### src/rtl/riscv_pkg.sv
// Shared fetch-path types and constants: machine widths, PC step,
// fetch sequencer states and the buffered fetch entry layout.
package riscv_pkg;

    localparam int XLEN = 32;
    localparam int ILEN = 32;
    localparam logic [XLEN-1:0] PC_INCR = 32'd4;

    typedef enum logic {
        RUN    = 1'b0,
        HALTED = 1'b1
    } fetch_state_t;

    typedef struct packed {
        logic [XLEN-1:0] pc;
        logic [ILEN-1:0] instr;
    } fetch_entry_t;

endpackage

### src/rtl/fetch_fifo.sv
// Two-entry response buffer of {pc, instr}. Flush beats push/pop, and a
// simultaneous push and pop is legal even when the buffer is full.
module fetch_fifo
    import riscv_pkg::*;
(
    input  logic            clk,
    input  logic            reset,
    input  logic            push_i,
    input  logic [XLEN-1:0] push_pc_i,
    input  logic [ILEN-1:0] push_instr_i,
    input  logic            pop_i,
    input  logic            flush_i,
    output logic [XLEN-1:0] head_pc_o,
    output logic [ILEN-1:0] head_instr_o,
    output logic [1:0]      count_o,
    output logic            empty_o,
    output logic            full_o
);

    fetch_entry_t mem_q [2];
    logic         wr_ptr_q;
    logic         rd_ptr_q;
    logic [1:0]   count_q;
    logic [1:0]   count_d;

    // NOTE: every variable driven here gets a default first, so no path
    // through the block leaves it unassigned and no latch is inferred.
    always_comb begin
        count_d = count_q;
        if (push_i && !pop_i) begin
            count_d = count_q + 2'd1;
        end else if (!push_i && pop_i) begin
            count_d = count_q - 2'd1;
        end
    end

    // NOTE: state updates use non-blocking assignments so every register
    // samples the pre-edge values regardless of statement order.
    always_ff @(posedge clk) begin
        if (reset) begin
            wr_ptr_q <= 1'b0;
            rd_ptr_q <= 1'b0;
            count_q  <= 2'd0;
            // NOTE: the storage is reset too because the head is visible on
            // out_instr/out_pc, which must read zero straight after reset.
            mem_q[0] <= '0;
            mem_q[1] <= '0;
        end else if (flush_i) begin
            wr_ptr_q <= 1'b0;
            rd_ptr_q <= 1'b0;
            count_q  <= 2'd0;
        end else begin
            if (push_i) begin
                mem_q[wr_ptr_q] <= '{pc: push_pc_i, instr: push_instr_i};
                wr_ptr_q        <= ~wr_ptr_q;
            end
            if (pop_i) begin
                rd_ptr_q <= ~rd_ptr_q;
            end
            count_q <= count_d;
        end
    end

    assign head_pc_o    = mem_q[rd_ptr_q].pc;
    assign head_instr_o = mem_q[rd_ptr_q].instr;
    assign count_o      = count_q;
    assign empty_o      = (count_q == 2'd0);
    assign full_o       = (count_q == 2'd2);

endmodule

### src/rtl/fetch_ctrl.sv
// Instruction-fetch sequencer: owns the PC, tracks the single in-flight
// synchronous memory read, and buffers responses toward decode.
module fetch_ctrl
    import riscv_pkg::*;
#(
    parameter logic [31:0] RESET_PC   = 32'h0000_0000,
    parameter int          FIFO_DEPTH = 2
) (
    input  logic        clk,
    input  logic        reset,
    output logic [31:0] imem_addr,
    input  logic [31:0] imem_rdata,
    output logic        out_valid,
    input  logic        out_ready,
    output logic [31:0] out_instr,
    output logic [31:0] out_pc,
    input  logic        redirect_valid,
    input  logic [31:0] redirect_pc,
    input  logic        halt,
    output logic        misalign_err
);

    localparam logic [2:0] DEPTH = 3'(FIFO_DEPTH);

    fetch_state_t    state_q, state_d;
    logic [XLEN-1:0] pc_q, pc_d;
    logic            inflight_q, inflight_d;
    logic [XLEN-1:0] inflight_pc_q, inflight_pc_d;
    logic            misalign_q, misalign_d;

    logic [1:0] fifo_count;
    logic       fifo_empty;
    logic       fifo_full;
    logic       pop;
    logic       push;
    logic       issue;
    logic [2:0] occupancy;

    // A redirect flushes the buffer, so the head is never consumed that cycle.
    assign pop = out_valid && out_ready && !redirect_valid;

    // Entries held or owed after this cycle; an issue needs a free slot for
    // the response that lands one cycle later.
    assign occupancy = {1'b0, fifo_count} + {2'b00, inflight_q} - {2'b00, pop};

    assign issue = (state_q == RUN) && !halt && !redirect_valid && (occupancy < DEPTH);

    // The credit rule keeps room for every response; the full check only
    // guards the buffer against a push it could not hold.
    assign push = inflight_q && !redirect_valid && (!fifo_full || pop);

    always_comb begin
        state_d       = state_q;
        pc_d          = pc_q;
        inflight_d    = 1'b0;
        inflight_pc_d = inflight_pc_q;
        misalign_d    = misalign_q;

        if (redirect_valid) begin
            pc_d    = {redirect_pc[31:2], 2'b00};
            state_d = RUN;
            if (redirect_pc[1:0] != 2'b00) begin
                misalign_d = 1'b1;
            end
        end else begin
            if (issue) begin
                pc_d          = pc_q + PC_INCR;
                inflight_d    = 1'b1;
                inflight_pc_d = pc_q;
            end
            if (state_q == RUN && halt) begin
                state_d = HALTED;
            end
        end
    end

    always_ff @(posedge clk) begin
        if (reset) begin
            state_q       <= RUN;
            pc_q          <= RESET_PC;
            inflight_q    <= 1'b0;
            inflight_pc_q <= RESET_PC;
            misalign_q    <= 1'b0;
        end else begin
            state_q       <= state_d;
            pc_q          <= pc_d;
            inflight_q    <= inflight_d;
            inflight_pc_q <= inflight_pc_d;
            misalign_q    <= misalign_d;
        end
    end

    fetch_fifo u_fifo (
        .clk          (clk),
        .reset        (reset),
        .push_i       (push),
        .push_pc_i    (inflight_pc_q),
        .push_instr_i (imem_rdata),
        .pop_i        (pop),
        .flush_i      (redirect_valid),
        .head_pc_o    (out_pc),
        .head_instr_o (out_instr),
        .count_o      (fifo_count),
        .empty_o      (fifo_empty),
        .full_o       (fifo_full)
    );

    assign imem_addr    = pc_q;
    assign out_valid    = !fifo_empty;
    assign misalign_err = misalign_q;

endmodule

### config.mk
export PLATFORM = sky130hd
export DESIGN_NAME = fetch_ctrl
export DESIGN_NICKNAME = d
export VERILOG_FILES = /design/src/rtl/riscv_pkg.sv /design/src/rtl/fetch_fifo.sv /design/src/rtl/fetch_ctrl.sv
export SDC_FILE = /design/constraint.sdc
export NUM_CORES = 1
export LEC_CHECK = 0
export ABC_AREA = 0
export CAP_MARGIN = 20
export CORE_MARGIN = 2
export CORE_UTILIZATION = 56
export CTS_CLUSTER_SIZE = 40
export DETAILED_ROUTE_END_ITERATION = 6
export GPL_TIMING_DRIVEN = 0
export PLACE_DENSITY = 0.89
export SLEW_MARGIN = 40
export SYNTH_ARGS = -nofsm -noshare
export SYNTH_HDL_FRONTEND = slang
export SYNTH_SLANG_ARGS = --single-unit
### constraint.sdc
create_clock -name clk -period 14.3 [get_ports clk]
set_clock_uncertainty 0.15 [all_clocks]
set_input_delay 2.145 -clock clk [delete_from_list [all_inputs] [get_ports clk]]
set_output_delay 2.145 -clock clk [all_outputs]
set_load 0.005 [all_outputs]
==> impl_metrics.ini <==
[clocking]
cts_buffers = 17
cts_setup_buffers = 0
clock-sinks = 192
cts_resized = 0
cts-root-buf = clkbuf_16
clk_path_buf_depth = 2
cts_tree = built
clk_pin_slew_ns = 0.07
cts_hold_buf = 0
h-tree-depth = 4
insertion_delay_ns = 0.43

[placed_design]
placed_area_um2 = 10500
place.gp.congestion = 0.954
port_buffers = 160
hpwlAfterDp_um = 14400

[synthesis]
async_flop_share = 0
synth_warnings = 0
avgSynthCellArea_um2 = 11.5
ys_ff_latch = 192
synth-edff-count = 124
syn_area_um2 = 8500
yosysUniqueCellTypes = 57
synthFlopType = edfxtp_1
ys_seq_area_frac = 0.599
syn_inst = 736

[setup_path]
critPathKind = in -> reg
cp.required_ns = 14.51
path_max_fanout = 10
cp_slowest_cell = clkbuf_1
start_kind = primary input
crit_path_end = inflight_pc_q[24]$_SDFFE_PP0P_
worstPathArrival_ns = 5.39
ff2ff_path_depth = 12
end_kind = flip-flop
crit_top_cell = buf_2
cpPeakStageDelay_ns = 0.49
path_cells = clkbuf_1 > inv_1 > nand3_1 > and2_1 > o21ai_0 > fa_1 > xnor2_1 > and4_1 > buf_2 > buf_2 > buf_1 > nand2_1 > a21oi_1
reg2reg_to = inflight_pc_q[24]$_SDFFE_PP0P_
reg2reg_from = u_fifo.count_o[1]$_SDFFE_PP0P_
rrSetupSlack_ns = 10.85
critPathLaunch = redirect_valid

[route]
dr_total_vias = 6494
drc = 0
drtAntennaViolNets = 0
routedWlPerCell_um = 18.1
drtIter0Drc = 473
drt_pass1_iterations = 5
via_per_inst = 5.77
wirelength_um = 20400

[grt]
overflow = 0
grt_pass1_wl_um = 32200
grt_max_degree = 35
grt_pass1_vias = 6314
antenna_found_initial = 0
grt_util_all_layers = 0.257

[job]
cap_viol_max_count = 0

[final_layout]
regArea_um2 = 5080
area_growth_pct = 30.1
postLayoutCoreUtil = 0.735
diodes = 0
final_cell_area_um2 = 11100
drive_gt1_frac = 0.134
multi_input_area_um2 = 3220
fin_nets = 997
fillerInstances = 995

[sta]
slew-limit-headroom = 0.495
rsz0062_at_grt = false
finalSetupTns_ns = 0
report.final.slew_viol_count = 0
hold_violations = 0
setup_viol = 0
fmax_ghz = 0.193
worstMarginPinSlew_ns = 0.754
period_minus_slack_ns = 5.18
period_share = 0.362

[pwr]
powerDensity_nw_per_um2 = 109
peakVddDrop_v = 0.0000909
leakage_nw = 3.99

[floorplanning]
initial_utilization = 0.565
dieArea_um2 = 16200
die_w_um = 127
rows = 45
io_pins = 167
core-area_um2 = 15000
die_y_um = 127

[status]
outcome = finished, final reports clean

[worst_hold_path]
hp-class = reg -> reg
[critical path, delay by kind of cell]
family / cells / cell delay [ns]
xor+xnor: 1 / 0.31
buf+inv: 5 / 1.57
simple gates: 4 / 0.70
compound gates: 2 / 0.25
fa+ha+maj: 1 / 0.39
[area by class of cell]
type	count	area share
Tap cell	188	0.0213
Buffer	48	0.0201
Inverter	8	0.00272
Sequential cell	192	0.460
Timing Repair Buffer	167	0.152
Multi-Input combinational cell	491	0.291
Clock inverter	14	0.0131
Clock buffer	18	0.0397
[cells in the final DEF, fill, tap and decap left out, drive strengths merged, types with 5 or more instances in the layout]
cell type	netlist	final
nor3	6	6
nand3	13	13
and2	129	129
nor2	21	21
nand4	13	13
dfxtp	68	68
o211ai	5	5
clkdlybuf4s50	0	160
o21ai	17	17
inv	8	16
nor4	6	6
and3	7	7
buf	14	21
a21oi	48	48
edfxtp	124	124
or3	6	6
nand2	85	85
and4	5	5
clkbuf	33	51
xor2	10	10
a31oi	17	17
mux2	62	62
[report_power, final]
group          leakage, nW  switching (mW)  total (mW)  internal [mW]
clock network        0.289           0.216       0.467          0.251
registers             1.84          0.0160       0.626          0.610
logic                 1.86          0.0493       0.110         0.0605
[kinds of logic (layout without fill, tap and decap cells)]
family,count (synthesis),after routing,share of synthesized area
buf+inv,56,255,0.0298
flops,192,192,0.599
fa+ha+maj,3,3,0.00530
simple gates,299,299,0.193
other cells,1,4,0.000441
xor+xnor,12,12,0.0124
compound gates,110,110,0.0772
mux,63,63,0.0834
[synth_stat cells, types with 4 or more instances]
master | count | area share
a21oi_1 | 48 | 0.028
a31oi_1 | 17 | 0.013
a32oi_1 | 4 | 0.0041
and2_1 | 129 | 0.095
and3_1 | 7 | 0.0052
and4_1 | 5 | 0.0052
buf_1 | 5 | 0.0022
buf_4 | 5 | 0.0044
clkbuf_1 | 33 | 0.015
dfxtp_1 | 68 | 0.16
edfxtp_1 | 124 | 0.44
inv_1 | 7 | 0.0031
mux2_2 | 62 | 0.082
nand2_1 | 84 | 0.037
nand3_1 | 12 | 0.0071
nand4_1 | 12 | 0.0088
nor2_1 | 20 | 0.0088
nor3_1 | 5 | 0.0029
nor4_1 | 6 | 0.0044
o211ai_1 | 5 | 0.0044
o21ai_0 | 15 | 0.0088
or3_1 | 6 | 0.0044
xor2_1 | 10 | 0.010
[sequential cells by signal, indices dropped and copies added, names as in the netlist, named ones only]
register / flops
u_fifo.count_o: 2
u_fifo.mem_q: 124
inflight_pc_q: 30
state_q: 1
inflight_q: 1
misalign_err: 1
u_fifo.rd_ptr_q: 1
imem_addr: 30
u_fifo.wr_ptr_q: 1
[per-layer routing]
metal  vias to the layer above  track usage  part of all wire
met5                         -            0                 0
li1                       3012            -                 -
met3                        45       0.0490             0.073
met1                      3107        0.319              0.40
met4                         0        0.105             0.025
met2                       330        0.443              0.50
[per-stage QoR]
step / total power, mW / hold slack (ns) / instances / worst slack [ns]
3_5_place_dp: 0.746 / 0.301 / 1094 / 8.83
6_report: 1.20 / 0.311 / 1126 / 9.12
3_3_place_gp: 0.742 / 0.286 / 1087 / 3.72
2_1_floorplan: 0.679 / 0.290 / 739 / 6.28
4_1_cts: 1.21 / 0.311 / 1126 / 9.29
5_1_grt: 1.24 / 0.339 / 1126 / 8.92
[worst min-delay path by stage]
stage	endpoint	cells after the start	slack (ns)	startpoint
2_1_floorplan	inflight_pc_q[10]$_SDFFE_PP0P_	2	0.29	inflight_pc_q[10]$_SDFFE_PP0P_
3_3_place_gp	misalign_err$_SDFFE_PP0P_	2	0.29	misalign_err$_SDFFE_PP0P_
3_5_place_dp	inflight_pc_q[17]$_SDFFE_PP0P_	2	0.30	inflight_pc_q[17]$_SDFFE_PP0P_
4_1_cts	inflight_pc_q[17]$_SDFFE_PP0P_	2	0.31	inflight_pc_q[17]$_SDFFE_PP0P_
5_1_grt	inflight_pc_q[17]$_SDFFE_PP0P_	2	0.34	inflight_pc_q[17]$_SDFFE_PP0P_
6_report	inflight_pc_q[17]$_SDFFE_PP0P_	2	0.31	inflight_pc_q[17]$_SDFFE_PP0P_
(Power assumes the default switching activity.)
